$ cat config.mk
export PLATFORM = sky130hd
export DESIGN_NAME = uart1_rx
export DESIGN_NICKNAME = d
export VERILOG_FILES = /design/src/rtl/uart1_rx.sv
export SDC_FILE = /design/constraint.sdc
export NUM_CORES = 1
export LEC_CHECK = 0
export ABC_AREA = 1
export BUFFER_PORTS_ARGS = -buffer_cell sky130_fd_sc_hd__clkbuf_2
export CAP_MARGIN = 15
export CORE_MARGIN = 1
export CORE_UTILIZATION = 58
export DETAILED_ROUTE_END_ITERATION = 6
export PLACE_DENSITY = 0.74
export SLEW_MARGIN = 40
export SYNTH_ARGS = -nofsm -noshare
export SYNTH_HDL_FRONTEND = slang
export SYNTH_SLANG_ARGS = --single-unit
$ cat constraint.sdc
create_clock -name clk -period 1.64 [get_ports clk]
set_input_delay 0.164 -clock clk [delete_from_list [all_inputs] [get_ports clk]]
set_output_delay 0.164 -clock clk [all_outputs]
set_load 0.02 [all_outputs]
$ cat src/rtl/uart1_rx.sv
// UART1 serial receiver: 8N1 frames from rx1 rebuilt into bytes with a valid/ack handshake.
// Reports stop-bit framing errors and overruns; bit timing comes from CLKS_PER_BIT.
module uart1_rx #(
  parameter int CLKS_PER_BIT = 8
) (
  input  logic       clk,
  input  logic       rst,
  input  logic       rx1,
  input  logic       data_ack,
  output logic [7:0] data_out,
  output logic       data_valid,
  output logic       frame_error,
  output logic       overrun,
  output logic       serial_in_active
);

  localparam int HALF_BIT = CLKS_PER_BIT / 2;
  localparam logic [7:0] LAST_CYC = 8'(CLKS_PER_BIT - 1);
  localparam logic [7:0] HALF_LAST = 8'(HALF_BIT - 1);

  typedef enum logic [2:0] {
    IDLE      = 3'd0,
    START     = 3'd1,
    DATA      = 3'd2,
    STOP      = 3'd3,
    WAIT_HIGH = 3'd4
  } state_t;

  logic       sync1_r;
  logic       rxs_r;
  state_t     state_r, state_s;
  logic [7:0] cyc_r, cyc_s;
  logic [2:0] bit_r, bit_s;
  logic [7:0] shift_r, shift_s;
  logic       commit_s;
  logic       ferr_s;
  logic       ack_s;

  assign ack_s = data_valid & data_ack;

  // Two-flop synchronizer, preset to the idle-high line level.
  always_ff @(posedge clk or negedge rst) begin
    if (!rst) begin
      sync1_r <= 1'b1;
      rxs_r   <= 1'b1;
    end else begin
      sync1_r <= rx1;
      rxs_r   <= sync1_r;
    end
  end

  // Frame state, counters and shift register.
  always_ff @(posedge clk or negedge rst) begin
    if (!rst) begin
      state_r <= IDLE;
      cyc_r   <= 8'd0;
      bit_r   <= 3'd0;
      shift_r <= 8'd0;
    end else begin
      state_r <= state_s;
      cyc_r   <= cyc_s;
      bit_r   <= bit_s;
      shift_r <= shift_s;
    end
  end

  // Next-state logic; counting restarts at the start-bit midpoint so data samples land mid-bit.
  always_comb begin
    state_s  = state_r;
    cyc_s    = cyc_r;
    bit_s    = bit_r;
    shift_s  = shift_r;
    commit_s = 1'b0;
    ferr_s   = 1'b0;
    case (state_r)
      IDLE: begin
        if (!rxs_r) begin
          state_s = START;
          cyc_s   = 8'd0;
        end else begin
          state_s = IDLE;
        end
      end
      START: begin
        if (cyc_r == HALF_LAST) begin
          if (rxs_r) begin
            state_s = IDLE;
          end else begin
            state_s = DATA;
            cyc_s   = 8'd0;
            bit_s   = 3'd0;
          end
        end else begin
          cyc_s = cyc_r + 8'd1;
        end
      end
      DATA: begin
        if (cyc_r == LAST_CYC) begin
          shift_s[bit_r] = rxs_r;
          cyc_s          = 8'd0;
          bit_s          = bit_r + 3'd1;
          if (bit_r == 3'd7) begin
            state_s = STOP;
          end else begin
            state_s = DATA;
          end
        end else begin
          cyc_s = cyc_r + 8'd1;
        end
      end
      STOP: begin
        if (cyc_r == LAST_CYC) begin
          cyc_s = 8'd0;
          if (rxs_r) begin
            commit_s = 1'b1;
            state_s  = IDLE;
          end else begin
            ferr_s  = 1'b1;
            state_s = WAIT_HIGH;
          end
        end else begin
          cyc_s = cyc_r + 8'd1;
        end
      end
      WAIT_HIGH: begin
        if (rxs_r) begin
          state_s = IDLE;
        end else begin
          state_s = WAIT_HIGH;
        end
      end
      default: begin
        state_s = IDLE;
        cyc_s   = 8'd0;
        bit_s   = 3'd0;
      end
    endcase
  end

  // Output byte handshake; an ack coinciding with a commit frees the slot for the new byte.
  always_ff @(posedge clk or negedge rst) begin
    if (!rst) begin
      data_out         <= 8'd0;
      data_valid       <= 1'b0;
      frame_error      <= 1'b0;
      overrun          <= 1'b0;
      serial_in_active <= 1'b0;
    end else begin
      frame_error      <= ferr_s;
      serial_in_active <= (state_s != IDLE);
      if (commit_s && data_valid && !data_ack) begin
        overrun <= 1'b1;
      end else if (commit_s) begin
        data_out   <= shift_r;
        data_valid <= 1'b1;
        if (ack_s) begin
          overrun <= 1'b0;
        end
      end else if (ack_s) begin
        data_valid <= 1'b0;
        overrun    <= 1'b0;
      end
    end
  end

endmodule

# Yosys cells after proc, flatten, opt, wreduce, memory -nomap -nowiden
# Cells that the tools add are included.
[word_totals]
in_bits = 4
out_inout_bits = 12
word_cells = 70
regBits = 36
[op_classes]
n_eq_ne = 10
bitwise_logic = 3
magnitude_cmp = 2
add_sub_neg = 2
n_mux = 28
reduce_logical = 14
[ops]
columns = ["operator", "n"]
rows = [
  ["$pmux W8 S4", 1],
  ["$mux W8", 3],
  ["$mux W3", 7],
  ["$pmux W3 S5", 1],
  ["$mux W1", 12],
  ["$pmux W3 S3", 1],
  ["$add A8 B1 Y8 const B", 1],
  ["$bwmux W8", 1],
  ["$eq A8 B2 Y1 const B", 1],
  ["$eq A8 B3 Y1 const B", 1],
  ["$eq A3 B2 Y1 const B", 2],
  ["$eq A3 B3 Y1 const B", 2],
  ["$ne A2 B2 Y1 const B", 3],
  ["$reduce_and A2 Y1", 3],
  ["$lt A3 B4 Y1 const B", 1],
  ["$reduce_and A4 Y1", 1],
  ["$reduce_bool A2 Y1", 2],
  ["$add A3 B1 Y3 const B", 1],
  ["$demux W1 S3", 1],
  ["$eq A3 B1 Y1 const B", 1],
  ["$ge A3 B1 Y1 const B", 1],
  ["$logic_and A1 B1 Y1", 3],
  ["$logic_not A3 Y1", 1],
  ["$reduce_bool A3 Y1", 1],
  ["other kinds (6)", 7],
]

# Logic depth before layout (Yosys ltp)
[depth]
ltp_word = 7
mapped_depth = 9
mapped_depth_nobuf = 8

# Worst setup path before layout
# OpenSTA, ideal clock, no wires.
[synth_path]
path_type = "register -> register"
startpoint = "register cyc_r[0]"
endpoint = "register data_out[5]"
t_arrival_ns = 1.366
synth_period_minus_slack_ns = 1.483
n_path_buf = 1
stages_incl_launch_ff = 10
slack_ns = 0.157
required_ns = 1.523
path_cell_list = "dfrtp_1 ha_1 nand3_2 nor2_4 nand2_4 nor2_4 nand2_4 buf_6 nand2_2 o21ai_2"
[synth_between]
elab_chain_len = 7
[synth_lines]
columns = ["element", "line_no", "rtl"]
rows = [
  ["from (decl)", "32", "logic [7:0] cyc_r, cyc_s;"],
  ["from (signal assigned)", "61", "cyc_r <= cyc_s;"],
  ["$eq A8 B3 Y1 *", "112", "if (cyc_r == LAST_CYC) begin"],
  ["$mux W1 *", "112", ""],
  ["$mux W1 *", "75", "case (state_r)"],
  ["$logic_and A1 B1 Y1 (2 in series)", "151", "if (commit_s && data_valid && !data_ack) begin"],
  ["$not A1 Y1 (no line)", "-", ""],
  ["$reduce_and A2 Y1 (no line) *", "-", ""],
  ["to (signal assigned)", "154", "data_out <= shift_r;"],
  ["to (decl)", "10", "output logic [7:0] data_out,"],
]
# Mark *: on every way between the ends. The rest lies on a longest branch, timed or not.
# A chain may end at the register's enable or synchronous reset.

# Worst setup path after layout
[layout_path]
startpoint = "register cyc_r[1]"
endpoint = "register data_out[7]"
# The elaborated chain is that of the path after synthesis.

==> flow_metrics.py <==
metrics = {
    "logic_synthesis": {
        "synth-seq-area-share_pct": 49.9,
        "main_combinational_cell_family_by_area_after_synthesis": "simple AND/OR/NAND/NOR gates",
        "ys_types": 29,
        "synth_compound_area_share_pct": 11.3,
        "ys.warnings.count": 0,
        "synth.top_cell.area_share_pct": 47.0,
        "synth.cells.most_frequent": "sky130_fd_sc_hd__nand2_1, sky130_fd_sc_hd__dfrtp_1, sky130_fd_sc_hd__inv_1, sky130_fd_sc_hd__nand3_1, sky130_fd_sc_hd__o21ai_0",
        "syn_area_per_cell_um2": 8.42,
        "async_reset_ff_share_pct": 100,
        "synth_area_um2": 1810,
        "synth_enable_flop_cells": 0,
        "synthesized_flop_and_latch_total": 36,
        "yosys-mux-area-fraction_pct": 0,
        "synth_flop_cell": "sky130_fd_sc_hd__dfrtp_1",
        "synth-xor-area-share_pct": 0.968,
        "synth_top_area_cell": "sky130_fd_sc_hd__dfrtp_1",
        "synthSimpleGateAreaFrac_pct": 28.3,
        "yosysMostFrequentCell": "sky130_fd_sc_hd__nand2_1",
        "netlist_top_cells_area": "sky130_fd_sc_hd__dfrtp_1, sky130_fd_sc_hd__nand2_1, sky130_fd_sc_hd__inv_1",
        "synth_fa_ha_area_share_pct": 2.07,
        "syn-num-nets": 222,
        "syn-instance-count": 215,
    },
    "clock_network": {
        "clock_tree_root_driver_cell": "sky130_fd_sc_hd__clkbuf_4",
        "cts_tree": "done",
        "clkSinkCount": 36,
        "cts_buffers": 5,
        "clock_transition_at_path_regs_ns": 0.11,
        "htree_num_levels": 2,
        "clk_path_buf_depth": 2,
        "worst_skew_pair.late_latency_ns": 0.34,
    },
    "global_routing": {
        "vias_in_the_first_global_route": 1433,
        "number_of_antenna_violations_at_the_first_check_in_global_routing": 0,
        "first_pass_grt_wire_length_mm": 6.13,
        "grt.total_usage_pct": 24.6,
        "pin_count_of_the_biggest_net_entering_global_routing": 20,
        "grt.overflow.total": 0,
    },
    "drt": {
        "drt_first_iter_violations": 93,
        "route.final.wire_length_mm": 3.61,
        "first_pass_iteration_count_of_the_detailed_router": 6,
        "routed_wire_length_per_instance_um": 13.4,
        "postRouteAntennaNets": 0,
        "dr_total_vias": 1475,
        "drt_drc_violations_left": 2,
        "viasPerCell": 5.46,
    },
    "hold_path": {
        "worstHoldPathType": "in -> reg",
    },
    "place": {
        "port_buffer_cells": 15,
        "place.detailed.hpwl_mm": 2.67,
        "gp_routability_congestion": 0.809,
        "preCtsSetupSlack_ns": 0.0442,
        "postPlaceCellArea_um2": 1930,
    },
    "floorplan": {
        "pin_count": 16,
        "placement_rows": 19,
        "die_ht_um": 57.9,
        "floorplan.die.width_um": 57.9,
        "floorplan.initialDensity_pct": 63.5,
        "die-area_um2": 3350,
        "design.core.area_um2": 2850,
    },
    "critical_path": {
        "crit_path_end_kind": "flip-flop",
        "crit_chain": "ha_4 -> nand3_2 -> nor2_4 -> nand2_4 -> nor2_4 -> nand2_8 -> nand2_1 -> o21ai_2",
        "worst-endpoint-required_ns": 1.89,
        "max_stage_delay_ns": 0.44,
        "worst-path-max-fanout": 16,
        "crit_path_frequent_cell": "sky130_fd_sc_hd__nor2_4",
        "worstSetupPathType": "reg -> reg",
        "cp.arrival_ns": 1.77,
        "critical-path-slowest-cell": "sky130_fd_sc_hd__dfrtp_1",
        "cp-start-kind": "flip-flop",
    },
    "sta": {
        "final_setup_vio_count": 0,
        "fin_worst_skew_ns": 0.0110,
        "final_period_minus_worst_setup_slack_ns": 1.52,
        "final_min_period_over_clock_period_pct": 92.6,
        "worstMarginPinSlew_ns": 0.492,
        "fmaxAchievable_ghz": 0.658,
        "slew_headroom_pct": 67.2,
        "rsz0062_at_grt": "false",
        "final_critical_path_setup_slack_ns": 0.121,
        "setup-tns-final_ns": 0,
        "timing_hold_violations_final": 0,
        "finalMaxSlewViolations": 0,
    },
    "layout": {
        "n_fill_cell": 229,
        "number_of_antenna_cells_inserted": 0,
        "layout.cell_area.non_filler_um2": 2080,
        "postLayoutCoreUtil_pct": 72.9,
        "area.growth.synth_to_final_pct": 14.9,
        "layout-drive-gt1-share_pct": 25.5,
        "nNetsFinal": 245,
    },
    "pwr": {
        "ir_worst_vdd_mv": 0.891,
        "power_density_nw_per_um2": 1080,
        "p_leak_nw": 1.03,
    },
    "run_status": {
        "violated_checks": "design-rule violations",
        "status": "complete, but fails checks",
    },
    "run": {
        "cap_violations": 0,
    },
}
-- state kept, by name (all words and copies together), names as in the netlist --
| signal | cells |
|---|---|
| bit_r | 3 |
| cyc_r | 8 |
| data_out | 8 |
| data_valid | 1 |
| frame_error | 1 |
| overrun | 1 |
| rxs_r | 1 |
| serial_in_active | 1 |
| shift_r | 8 |
| state_r | 3 |
| sync1_r | 1 |
-- final cells by class --
class | count | area, um2 | share of cell area [%]
multi-input cells | 146 | 836 | 40.2
clock buffers | 7 | 55.1 | 2.65
repair buffers | 20 | 130 | 6.25
inverters | 29 | 109 | 5.23
flip-flops and latches | 36 | 905 | 43.5
clock inverters | 1 | 7.51 | 0.361
well taps | 31 | 38.8 | 1.86
-- placed cells by master (no fill, tap or decap), types with 3 or more instances in the layout --
| cell type | instances |
|---|---|
| sky130_fd_sc_hd__nor2_1 | 8 |
| sky130_fd_sc_hd__inv_1 | 27 |
| sky130_fd_sc_hd__dfrtp_1 | 33 |
| sky130_fd_sc_hd__nor2_2 | 4 |
| sky130_fd_sc_hd__o21ai_0 | 11 |
| sky130_fd_sc_hd__o211ai_1 | 4 |
| sky130_fd_sc_hd__clkbuf_4 | 5 |
| sky130_fd_sc_hd__nor2_4 | 3 |
| sky130_fd_sc_hd__nor3_2 | 8 |
| sky130_fd_sc_hd__nand3_1 | 16 |
| sky130_fd_sc_hd__nand2_2 | 4 |
| sky130_fd_sc_hd__clkbuf_2 | 15 |
| sky130_fd_sc_hd__o21ai_2 | 8 |
| sky130_fd_sc_hd__nand2_1 | 61 |
-- cells by family (layout without fill, tap and decap cells) --
logic type / Yosys count / after routing
xor+xnor: 2 / 2
fa+ha+maj: 3 / 3
buf+inv: 33 / 57
simple gates: 110 / 110
compound gates: 31 / 31
flops: 36 / 36
-- power breakdown --
part           total, W  switching [W]  internal (W)  leakage, nW
clock network  0.000503       0.000294      0.000210       0.0315
logic          0.000662       0.000443      0.000219        0.510
registers       0.00108       0.000107      0.000977        0.483
total           0.00225       0.000843       0.00141         1.03
-- metal layers --
layer | routed length, um | vias up | share of wire (%) | global-route usage, %
met5 | 0 | - | 0 | 0
met4 | 62 | 0 | 1.7 | 10.2
met3 | 148 | 8 | 4.1 | 4.69
met2 | 1780 | 41 | 49 | 39.9
met1 | 1620 | 692 | 45 | 32.5
li1 | - | 734 | - | -
-- per-stage QoR --
step / power, W / instances / hold WS, ns
detailed placement: 0.00170 / 259 / 0.144
global placement: 0.00166 / 259 / 0.143
CTS: 0.00221 / 269 / 0.119
floorplan: 0.00153 / 215 / -0.132
finish: 0.00225 / 270 / 0.130
global route: 0.00239 / 270 / 0.130
-- path summary, 6_finish.rpt --
path / startpoint / end / slack, ns / cells after the start
worst max-delay path: cyc_r[1]$_DFFE_PN0P_ / data_out[7]$_DFFE_PN0P_ / 0.12 / 8
worst min-delay path: data_ack / overrun$_DFFE_PN0P_ / 0.13 / 3
worst max register to register: cyc_r[1]$_DFFE_PN0P_ / data_out[7]$_DFFE_PN0P_ / 0.12 / 8
worst min register to register: sync1_r$_DFF_PN1_ / rxs_r$_DFF_PN1_ / 0.36 / 0
max in group asynchronous: rst / sync1_r$_DFF_PN1_ / 0.79 / 3
min in group asynchronous: rst / cyc_r[6]$_DFFE_PN0P_ / 0.30 / 2
-- critical path, delay by kind of cell (launching register included) --
kind	cells	cell delay, ns
compound gates	1	0.05
fa+ha+maj	1	0.18
flops	1	0.44
simple gates	6	0.76
-- repair_timing --
item,4_1_cts,5_1_grt
hold endpoints to repair,19,0
hold buffers,2,0
buffers inserted,0,1
setup endpoints to repair,0,21
resized for setup,0,14
No activity file was read; power rests on OpenSTA's default activity.
